===== src/rtl/icline_resp.sv =====
// icline_resp: memory-side responder for the I-cache line-fetch port.
// Fills a 16-byte line from a 32-bit word bus in four beats and keeps the
// last filled line in a one-entry buffer so repeated requests hit.
//
// Ports:
//   clock, reset        rising-edge clock, asynchronous active-low reset
//   memPcAddr/memPcOE   line request (tag = memPcAddr[31:4]), held until OK/FAULT
//   memPcData/memPcOK   128-bit line buffer and response status
//   extAddr/extOE       word-read request to the external arbiter
//   extData/extOK       returned word and word-bus status
// Status encoding: READY=00, OK=01, HOLD=10, FAULT=11.

module icline_resp #(
    parameter int TIMEOUT_W = 8
) (
    input  logic         clock,
    input  logic         reset,
    input  logic [31:0]  memPcAddr,
    input  logic         memPcOE,
    output logic [127:0] memPcData,
    output logic [1:0]   memPcOK,
    output logic [31:0]  extAddr,
    output logic         extOE,
    input  logic [31:0]  extData,
    input  logic [1:0]   extOK
);

    localparam logic [1:0] ST_READY = 2'b00;
    localparam logic [1:0] ST_OK    = 2'b01;
    localparam logic [1:0] ST_HOLD  = 2'b10;
    localparam logic [1:0] ST_FAULT = 2'b11;

    // A beat faults on the wait cycle that would bring the counter to all-ones.
    localparam logic [TIMEOUT_W-1:0] WAIT_LAST =
        TIMEOUT_W'((2 ** TIMEOUT_W) - 2);

    typedef enum logic [1:0] {
        IDLE = 2'd0,
        FILL = 2'd1,
        DONE = 2'd2,
        FLT  = 2'd3
    } state_t;

    state_t               state_q, state_d;
    logic [127:0]         lineBuf_q, lineBuf_d;
    logic [27:0]          lineTag_q, lineTag_d;
    logic                 lineValid_q, lineValid_d;
    logic [27:0]          reqTag_q, reqTag_d;
    logic [1:0]           beat_q, beat_d;
    logic [TIMEOUT_W-1:0] waitCnt_q, waitCnt_d;
    logic [1:0]           memPcOK_q, memPcOK_d;
    logic [31:0]          extAddr_q, extAddr_d;
    logic                 extOE_q, extOE_d;

    logic [27:0]          reqTagIn;
    logic                 tagHit;
    logic                 startFill;

    assign reqTagIn  = memPcAddr[31:4];
    assign tagHit    = lineValid_q && (reqTagIn == lineTag_q);

    assign memPcData = lineBuf_q;
    assign memPcOK   = memPcOK_q;
    assign extAddr   = extAddr_q;
    assign extOE     = extOE_q;

    always_comb begin
        state_d     = state_q;
        lineBuf_d   = lineBuf_q;
        lineTag_d   = lineTag_q;
        lineValid_d = lineValid_q;
        reqTag_d    = reqTag_q;
        beat_d      = beat_q;
        waitCnt_d   = waitCnt_q;
        startFill   = 1'b0;

        case (state_q)
            IDLE: begin
                if (memPcOE) begin
                    if (tagHit) begin
                        state_d = DONE;
                    end else begin
                        startFill = 1'b1;
                    end
                end
            end
            FILL: begin
                case (extOK)
                    ST_OK: begin
                        lineBuf_d[{beat_q, 5'b0} +: 32] = extData;
                        waitCnt_d = '0;
                        beat_d    = beat_q + 2'd1;
                        if (beat_q == 2'd3) begin
                            lineTag_d   = reqTag_q;
                            lineValid_d = 1'b1;
                            state_d     = memPcOE ? DONE : IDLE;
                        end
                    end
                    ST_FAULT: begin
                        state_d = FLT;
                    end
                    default: begin
                        if (waitCnt_q == WAIT_LAST) begin
                            state_d = FLT;
                        end else begin
                            waitCnt_d = waitCnt_q + 1'b1;
                        end
                    end
                endcase
            end
            DONE: begin
                if (!memPcOE) begin
                    state_d = IDLE;
                end else if (reqTagIn != lineTag_q) begin
                    startFill = 1'b1;
                end
            end
            FLT: begin
                if (!memPcOE) begin
                    state_d = IDLE;
                end
            end
            default: begin
                state_d = IDLE;
            end
        endcase

        // A new miss discards the buffered line before any beat lands.
        if (startFill) begin
            state_d     = FILL;
            beat_d      = 2'd0;
            waitCnt_d   = '0;
            reqTag_d    = reqTagIn;
            lineValid_d = 1'b0;
        end
    end

    // Outputs are registered, so they are derived from the next state.
    always_comb begin
        memPcOK_d = ST_READY;
        extOE_d   = 1'b0;
        extAddr_d = 32'h0;
        case (state_d)
            IDLE: memPcOK_d = ST_READY;
            FILL: begin
                memPcOK_d = ST_HOLD;
                extOE_d   = 1'b1;
                extAddr_d = {reqTag_d, beat_d, 2'b00};
            end
            DONE:    memPcOK_d = ST_OK;
            FLT:     memPcOK_d = ST_FAULT;
            default: memPcOK_d = ST_READY;
        endcase
    end

    always_ff @(posedge clock or negedge reset) begin
        if (!reset) begin
            state_q     <= IDLE;
            lineBuf_q   <= '0;
            lineTag_q   <= '0;
            lineValid_q <= 1'b0;
            reqTag_q    <= '0;
            beat_q      <= 2'd0;
            waitCnt_q   <= '0;
            memPcOK_q   <= ST_READY;
            extAddr_q   <= 32'h0;
            extOE_q     <= 1'b0;
        end else begin
            state_q     <= state_d;
            lineBuf_q   <= lineBuf_d;
            lineTag_q   <= lineTag_d;
            lineValid_q <= lineValid_d;
            reqTag_q    <= reqTag_d;
            beat_q      <= beat_d;
            waitCnt_q   <= waitCnt_d;
            memPcOK_q   <= memPcOK_d;
            extAddr_q   <= extAddr_d;
            extOE_q     <= extOE_d;
        end
    end

endmodule


===== config.mk =====
export PLATFORM = sky130hd
export DESIGN_NAME = icline_resp
export DESIGN_NICKNAME = d
export VERILOG_FILES = /design/src/rtl/icline_resp.sv
export SDC_FILE = /design/constraint.sdc
export NUM_CORES = 1
export LEC_CHECK = 0
export CAP_MARGIN = 20
export CORE_MARGIN = 3
export CORE_UTILIZATION = 30
export CTS_CLUSTER_SIZE = 12
export DETAILED_ROUTE_END_ITERATION = 8
export GPL_TIMING_DRIVEN = 0
export PLACE_DENSITY = 0.61
export SLEW_MARGIN = 10
export SYNTH_ARGS = -nofsm -noshare
export SYNTH_HDL_FRONTEND = slang
export SYNTH_SLANG_ARGS = --single-unit

===== constraint.sdc =====
create_clock -name clock -period 2.4 [get_ports clock]
set_input_delay 0.24 -clock clock [delete_from_list [all_inputs] [get_ports clock]]
set_output_delay 0.24 -clock clock [all_outputs]
set_load 0.01 [all_outputs]

==> run metrics, run 1 <==
wirelength, routed=between 20,000 and 30,000 um; largest net degree at the start of global routing=108; met3 Track Usage GR=0.0405; Sw Share=0.316; Tcrit/Tclk final=0.935; Clk Latency, worst-skew pair=0.51 ns; Lkg Pwr=~5.5 nW; Final Critical Period=2.24 ns; share of cells above drive strength 1=0.117; WS Path Type=flip-flop to flip-flop; Mapped Area=roughly 9400 um^2; Max IR drop VDD=approximately 0.00067 V; Initial Utilization=0.306; Power Density=between 1000 and 1500 nW/um^2; post-DR vias/cell=roughly 4.8; WHS=roughly 0.18 ns; Core Area=slightly above 30,000 um^2; Layout area overhead=39.2%; Hold Crit Class=input port to async pin; Combinational Power Share=0.317; met1 Use GR=0.225; slew at the pin closest to its max-slew limit=roughly 0.7 ns; Max-cap violations=0; row cnt=64; Psw=about 4.4 mW; crit path launch type=flip-flop; nets@finish=1,213; Setup WS pre-CTS=-0.210 ns; synth unique cells=41; postcts setup bufs=0; CP max stage delay=0.47 ns; H-tree lvl count=1; Slew Limit Headroom=0.527; Most used DFF post-synth=dfrtp_1; Mapped Cells=just under 900; port buffer count=225; TritonCTS clock tree=yes; clock share of power=0.281; Ys Warns=0; Final Hold Viols=0; DR DRC count=0; largest area contributor in the netlist=dfrtp_1; CTS Buf Count=25; Worst Path Arrival=about 2.6 ns; unrepaired setup endpoints after global routing=false; GR Util met2=0.270; fin. max-slew vios=0; share of the synthesized area in the top cell type=0.611; GR Overflow Total=0; die height=between 150 and 200 um; CP max-delay cell=nor3_1; top post-synthesis cells by count=269 x nand2_1, 229 x dfrtp_1, 130 x o21ai_0, 56 x mux2_2, 37 x clkbuf_1; die width=approximately 180 um; outcome=finished, final reports clean; Final ANT Viol Nets=0; element type at the critical path end=flip-flop; first-pass GRT wire length=around 44,000 um; gpl congestion=~0.8; Flop pwr share=0.402; CP required=roughly 2.8 ns; sequential cell area=between 5000 and 6000 um^2; DRT iter0 DRCs=between 400 and 500; CP Buf/Inv Count=1; CP Max Fanout=10; die area=approximately 33,000 um^2; Vias=about 7.5k; DP Wirelength=roughly 20,000 um; fmax=around 450 MHz; most frequent cell after synthesis=nand2_1; initial antenna violation count=0; Seq/Total Area, Yosys=0.611; DR WL/cell=roughly 18 um; area of the multi-input gates=3360 um^2; Final WS setup=approximately 0.16 ns; final setup vio count=0; synthesized flop and latch total=about 230; main area contributors after synthesis=dfrtp_1 61%, nand2_1 11%, o21ai_0 6.9%; Num Clock Sinks=approximately 230; Power Total=about 14 mW; Fill cells=about 3.0k; EDFF count, synth=0; CP cell instances=xnor2_1 -> nand4_1 -> nor3_1 -> a31oi_2 -> clkbuf_1 -> a22o_1; Synth Area per Inst=about 11 um^2; CP top delay family=simple AND/OR/NAND/NOR gates; All-Layer GR Usage=0.165; Layout Skew=roughly 0.012 ns; First-pass DRT Iterations=5; IO Count=roughly 230; Int Power=approximately 9.5 mW; vias in the first global route=approximately 7.6k; Synth async-reset ratio=1.00; clk slew on worst S/H paths=0.06 ns; CTS root buf=clkbuf_16; GRT Max-Usage Layer=met2; buffer depth of the longest clock path=3
[cell families (layout without fill, tap and decap cells)]
logic type      after synthesis  after routing  share of synthesized area
fa+ha+maj                     8              8                     0.0107
compound gates              180            180                      0.114
mux                          57             57                     0.0683
flops                       229            229                      0.611
other cells                   1              3                   0.000400
xor+xnor                     31             31                     0.0289
buf+inv                      60            332                     0.0319
simple gates                314            314                      0.135
[final timing paths]
kind	from	to	slack (ns)	cells past startpoint
setup / recovery	lineTag_q[10]$_DFFE_PN0P_	extAddr[19]$_DFF_PN0_	0.16	6
hold / removal	reset	memPcData[54]$_DFFE_PN0P_	0.18	2
setup reg to reg	lineTag_q[10]$_DFFE_PN0P_	extAddr[19]$_DFF_PN0_	0.16	6
hold reg to reg	memPcData[33]$_DFFE_PN0P_	memPcData[33]$_DFFE_PN0P_	0.48	2
max in group asynchronous	reset	reqTag_q[16]$_DFF_PN0_	1.42	3
min in group clock	extData[1]	memPcData[1]$_DFFE_PN0P_	0.39	3
[final cells by class]
cell class / count / share of cell area
Sequential cell: 229 / 0.439
Multi-Input combinational cell: 592 / 0.258
Timing Repair Buffer: 228 / 0.178
Clock buffer: 41 / 0.0586
Tap cell: 396 / 0.0379
Buffer: 53 / 0.0220
Clock inverter: 3 / 0.00498
Inverter: 7 / 0.00201
Antenna cell: 1 / 0.000192
[routing by layer]
layer  wire length (um)  up-vias
met2              12900      273
met3               2260       33
li1                   -     3473
met4                568        0
met5                  0        -
met1              12700     3671
[power by group through the flow]
stage	Clock, mW	Combinational [mW]	Sequential [mW]
5_1_grt	4.15	4.84	5.73
3_5_place_dp	0	4.41	5.64
4_1_cts	3.99	4.46	5.59
2_1_floorplan	0	2.06	5.75
6_report	3.90	4.41	5.58
3_3_place_gp	0	4.35	5.62
[layout by cell type, fill, tap and decap left out, types with 4 or more instances in the layout]
cell type / netlist / routed
nand4_1: 7 / 7
nor3_2: 3 / 4
buf_4: 4 / 4
buf_6: 7 / 7
buf_2: 5 / 6
nor2_1: 12 / 12
nand3_1: 5 / 5
a22o_1: 28 / 28
clkbuf_2: 0 / 11
clkdlybuf4s50_1: 0 / 224
inv_1: 7 / 7
dfrtp_1: 229 / 228
nand2_1: 269 / 269
ha_1: 8 / 8
a21oi_1: 8 / 8
clkbuf_1: 37 / 33
clkbuf_16: 0 / 25
nand2b_1: 5 / 5
clkbuf_8: 0 / 8
mux2_2: 56 / 56
o21ai_0: 130 / 130
xnor2_1: 31 / 31
[per-stage QoR]
stage	area, um^2	TNS, ns	utilization	cells
CTS	13000	0	0.425	1549
global placement	12100	-2049.59	0.396	1502
detailed placement	12200	-8.45	0.398	1504
floorplan	9380	0	-	881
finish	13100	0	0.426	1550
global route	13100	0	0.426	1549
[what timing repair did]
action | CTS | global route
setup endpoints to repair | 39 | 116
resized for setup | 7 | 15
hold endpoints to repair | 187 | 0
hold buffers | 1 | 0
gates cloned | 0 | 0
[sequential cells by signal, indices dropped and copies added (netlist names)]
register and cells:
memPcData 128, state_q 2, extAddr 30, reqTag_q 28
extOE 1, memPcOK 1, lineValid_q 1, waitCnt_q 8
beat_q 2, lineTag_q 28
[worst reg2reg max path: stages (launching register included)]
cell,delay [ns]
dfrtp_1,0.38
xnor2_1,0.20
nand4_1,0.16
nor3_1,0.47
a31oi_2,0.26
clkbuf_1,0.33
a22o_1,0.32
No activity file was read; power rests on OpenSTA's default activity.
==> inputs of run 2 (changes only) <==
--- a/constraint.sdc
+++ b/constraint.sdc
@@ -3,2 +3,2 @@
 set_output_delay 0.24 -clock clock [all_outputs]
-set_load 0.01 [all_outputs]
+set_load 0.1 [all_outputs]
==> run 2 against run 1 <==
  * Clock power is essentially flat
  * Sequential power about the same
  * Fmax fell by 3.3%
  * Register-to-register slack is essentially flat
  * Sequential cell count stayed put
  * Critical path depth down 5
  * Power up 28%
  * Critical path type is now flip-flop to output port
==> run metrics, run 2 (synthesis results as in run 1) <==
outcome=finished, final reports clean; Worst Path Arrival=between 2 and 2.5 ns; clk slew on worst S/H paths=0.06 ns; final setup TNS=0 ns; CP max-delay cell=clkdlybuf4s50_1; WS Path Type=flip-flop to output port; largest net degree at the start of global routing=108; CP max stage delay=~1.2 ns; Vias=7,450; IO Count=roughly 230; DP Wirelength=20,300 um; post-DR vias/cell=~4.8; Psw=roughly 8.3 mW; Power Density=between 1000 and 1500 nW/um^2; gpl congestion=between 0.7 and 0.8; TritonCTS clock tree=yes; Sw Share=0.466; Clk Latency, worst-skew pair=between 0.5 and 0.6 ns; first-pass GRT wire length=44,000 um; die area=between 30,000 and 40,000 um^2; Max-cap violations=0; Slew Limit Headroom=0.270; DR DRC count=0; Tcrit/Tclk final=0.966; Setup WS pre-CTS=-0.210 ns; final core utilization=0.426; All-Layer GR Usage=0.165; buffer depth of the longest clock path=3; postcts setup bufs=0; die height=approximately 180 um; Flop pwr share=0.314; max reg flops=128; Core Area=between 30,000 and 40,000 um^2; Max IR drop VDD=~0.0011 V; commonest non-fill, non-tap cell in the layout=nand2_1; crit path launch type=flip-flop; Layout area overhead=39.2%; Final WS setup=approximately 0.081 ns; Lkg Pwr=between 5 and 6 nW; Num Clock Sinks=between 200 and 250; Final Hold Viols=0; DRT iter0 DRCs=between 400 and 500; CP Buf/Inv Count=1; CP cell instances=clkdlybuf4s50_1; fmax=between 400 and 500 MHz; met2 routed WL=roughly 13,000 um; fin. max-slew vios=0; First-pass DRT Iterations=5; slew at the pin closest to its max-slew limit=1.09 ns; met3 WL post-DR=~2300 um; CP top delay family=buffers and inverters; vias in the first global route=about 7.6k; final setup vio count=0; Final ANT Viol Nets=0; port buffer count=225; clock share of power=0.219; Int Power=about 9.5 mW; Hold Crit Class=input port to async pin; initial antenna violation count=0; nets@finish=between 1k and 1.5k; CTS root buf=clkbuf_16; Top Layer Used=met4; M1 wire length=12,700 um; CTS Buf Count=25; share of cells above drive strength 1=0.117; WHS=approximately 0.18 ns; Layout Skew=0.0121 ns; wirelength, routed=28,400 um; GR Overflow Total=0; element type at the critical path end=output port; row cnt=64; unrepaired setup endpoints after global routing=false; DR WL/cell=18.3 um; die width=approximately 180 um; most frequent cells in the layout=269 x nand2_1, 228 x dfrtp_1, 223 x clkdlybuf4s50_1, 130 x o21ai_0, 56 x mux2_2; Final Critical Period=around 2.3 ns; Initial Utilization=0.306; H-tree lvl count=1; R2R Setup Slk=between 0.15 and 0.2 ns; CP Max Fanout=2; CP required=2.16 ns; Combinational Power Share=0.467
[run 2: final cells by class]
type	count	area, um^2
clock inverter	3	65.1
buffer	53	288
sequential	229	5730
timing repair buffer	228	2320
tap	396	495
clock buffer	41	766
antenna	1	2.50
multi-input combinational	592	3360
fill	2953	17600
inverter	7	26.3
[run 2: metal layers]
metal | vias to the layer above | track usage
met3 | 33 | 0.0405
met4 | 0 | 0.0342
met5 | - | 0
met2 | 273 | 0.270
li1 | 3473 | -
met1 | 3671 | 0.225
[run 2: worst paths after layout]
check                                                from                        end  cells after the start
worst max-delay path            memPcData[99]$_DFFE_PN0P_              memPcData[99]                      1
max in group asynchronous                           reset     reqTag_q[16]$_DFF_PN0_                      3
worst max register to register  lineTag_q[10]$_DFFE_PN0P_      extAddr[19]$_DFF_PN0_                      6
min in group clock                             extData[1]   memPcData[1]$_DFFE_PN0P_                      3
worst min register to register  memPcData[33]$_DFFE_PN0P_  memPcData[33]$_DFFE_PN0P_                      2
worst min-delay path                                reset  memPcData[54]$_DFFE_PN0P_                      2
[run 2: power by group through the flow]
stage	combinational (mW)	clock, mW	sequential (mW)
6_report	8.30	3.90	5.58
5_1_grt	8.73	4.15	5.73
4_1_cts	8.35	3.99	5.59
3_5_place_dp	8.31	0	5.64
3_3_place_gp	8.24	0	5.62
2_1_floorplan	2.14	0	9.51
[run 2: stage by stage]
stage,std cells,power (mW),cell area (um^2)
detailed placement,1504,13.9,12200
CTS,1549,17.9,13000
global placement,1502,13.9,12100
finish,1550,17.8,13100
floorplan,881,11.7,9380
global route,1549,18.6,13100
[run 2: repair_timing]
item | CTS | global route
hold buffers | 1 | 0
pin swaps | 0 | 0
resized for setup | 8 | 15
endpoints found under the hold margin | 187 | 0
gates cloned | 0 | 0
setup endpoints to repair | 40 | 116
==> inputs of run 3 (changes only) <==
Settings changed: CTS_BUF_LIST set to sky130_fd_sc_hd__clkbuf_4 sky130_fd_sc_hd__clkbuf_8, GPL_ROUTABILITY_DRIVEN set to 0, SETUP_SLACK_MARGIN set to 0.15.
==> run 3 against run 2 <==
  * Power decreased by 3.2%
  * Critical path depth unchanged
  * Die area unchanged
  * Design area decreased by 1.2%
  * Critical endpoint is now extAddr[10]
  * First-iteration DRC count unchanged
  * Combinational power decreased by 3.9%
  * Register-to-register slack improved by 0.17 ns
  * Via count increased by 1.3%
  * Core utilization decreased by 0.51 points
  * Sequential cell count unchanged
  * Fmax increased by 5.3%
  * Clock skew increased by 0.0079 ns
==> run metrics, run 3 (synthesis results as in run 1) <==
outcome=finished, final reports clean; H-tree lvl count=2; Power Density=~1300 nW/um^2; largest net degree at the start of global routing=108; Num Clock Sinks=around 230; launch point of the worst reg-to-reg path=beat_q[0]$_DFF_PN0_; buffer depth of the longest clock path=3; Slew Limit Headroom=0.275; TritonCTS clock tree=yes; initial antenna violation count=0; CP cell instances=clkdlybuf4s50_1; CP Max Fanout=1; CTS root buf=clkbuf_8; vias in the first global route=between 7k and 8k; crit path launch type=flip-flop; Core Area=~31,000 um^2; port buffer count=225; Final Critical Period=2.20 ns; die area=between 30,000 and 40,000 um^2; die height=between 150 and 200 um; max reg flops=approximately 130; final setup vio count=0; Initial Utilization=0.306; All-Layer GR Usage=0.166; Final Hold Viols=0; Final ANT Viol Nets=0; CTS Buf Count=41; most frequent cells in the layout=268 x nand2_1, 228 x dfrtp_1, 157 x dlygate4sd2_1, 130 x o21ai_0, 64 x clkdlybuf4s50_1; CP max-delay cell=clkdlybuf4s50_1; postcts setup bufs=0; DRT iter0 DRCs=around 430; row cnt=64; fin. max-slew vios=0; Cells after DPL=roughly 1.5k; slew at the pin closest to its max-slew limit=around 1.1 ns; CP max stage delay=~1.1 ns; First-pass DRT Iterations=5; unrepaired setup endpoints after global routing=true; share of cells above drive strength 1=0.154; DR DRC count=0; CP required=approximately 2.2 ns; IO Count=between 200 and 250; Tcrit/Tclk final=0.918; Worst Path Arrival=1.96 ns; CP Buf/Inv Count=1; crit path from=extAddr[10]$_DFF_PN0_; Setup WS pre-CTS=-0.210 ns; CP top delay family=buffers and inverters; Max IR drop VDD=0.00101 V; first-pass GRT wire length=between 40,000 and 50,000 um; clk slew on worst S/H paths=0.05 ns; GR Overflow Total=0; Hold Crit Class=input port to async pin; Layout area overhead=37.6%; Layout Skew=~0.02 ns; Max-cap violations=0; fmax=454 MHz; Clk Latency, worst-skew pair=around 0.53 ns; Lkg Pwr=6.29 nW; die width=183 um; Vias=~7.5k; Finished Layout Cells=about 1.6k; post-DR vias/cell=4.81; element type at the critical path end=output port; Final WS setup=0.197 ns; WS Path Type=flip-flop to output port; wirelength, routed=~29,000 um; DR WL/cell=roughly 18 um; commonest non-fill, non-tap cell in the layout=nand2_1; DP Wirelength=20,300 um; nets@finish=1,229
[run 3: changes by cell type in the layout (fill, tap and decap cells not counted), sizes merged]
cell,delta
clkbuf,+18
dlygate4sd2,+156
buf,+1
bufinv,-1
dlymetal6s2s,+2
clkinv,+1
clkdlybuf4s50,-159
clkdlybuf4s15,+1
[run 3: layout make-up]
class / instances / area, um^2
clock inverter: 3 / 43.8
multi-input combinational: 592 / 3400
inverter: 7 / 26.3
buffer: 53 / 310
sequential: 229 / 5730
timing repair buffer: 228 / 2130
clock buffer: 60 / 763
tap: 396 / 495
fill: 3040 / 17800
antenna: 1 / 2.50
[run 3: through the flow]
step	TNS (ns)	utilization	area [um^2]	power (mW)	hold WS, ns
detailed placement	-8.45	0.398	12200	13.9	0.101
global placement	-2049.59	0.396	12100	13.9	0.460
floorplan	0	-	9380	11.7	-0.0556
finish	0	0.421	12900	17.2	0.183
global route	0	0.421	12900	18.1	0.185
CTS	0	0.419	12800	17.3	0.151
[run 3: metal layers]
layer / track usage / vias up / wire (um)
li1: - / 3503 / -
met1: 0.225 / 3692 / 12700
met2: 0.267 / 296 / 12800
met3: 0.0468 / 54 / 2420
met4: 0.0417 / 0 / 607
met5: 0 / - / 0
[run 3: timing repair]
action                                  4_1_cts  5_1_grt
endpoints found under the hold margin       229        0
endpoints found under the setup margin      265      139
gates resized for setup                     175       41
hold buffers                                  1        0
[run 3: path summary, 6_finish.rpt]
| kind | end | slack [ns] | cells after the start |
|---|---|---|---|
| worst max-delay path | extAddr[10] | 0.20 | 1 |
| worst min-delay path | memPcData[54]$_DFFE_PN0P_ | 0.18 | 2 |
| worst max register to register | memPcData[62]$_DFFE_PN0P_ | 0.33 | 7 |
| worst min register to register | memPcData[104]$_DFFE_PN0P_ | 0.47 | 2 |
| max in group asynchronous | lineTag_q[11]$_DFFE_PN0P_ | 1.43 | 3 |
| min in group clock | memPcData[11]$_DFFE_PN0P_ | 0.39 | 3 |
[run 3: report_power, final]
group	switching [mW]	leakage (nW)	internal, mW
clock	1.54	0.428	2.12
sequential	0.658	3.07	4.91
combinational	6.11	2.79	1.87
total	8.31	6.29	8.89
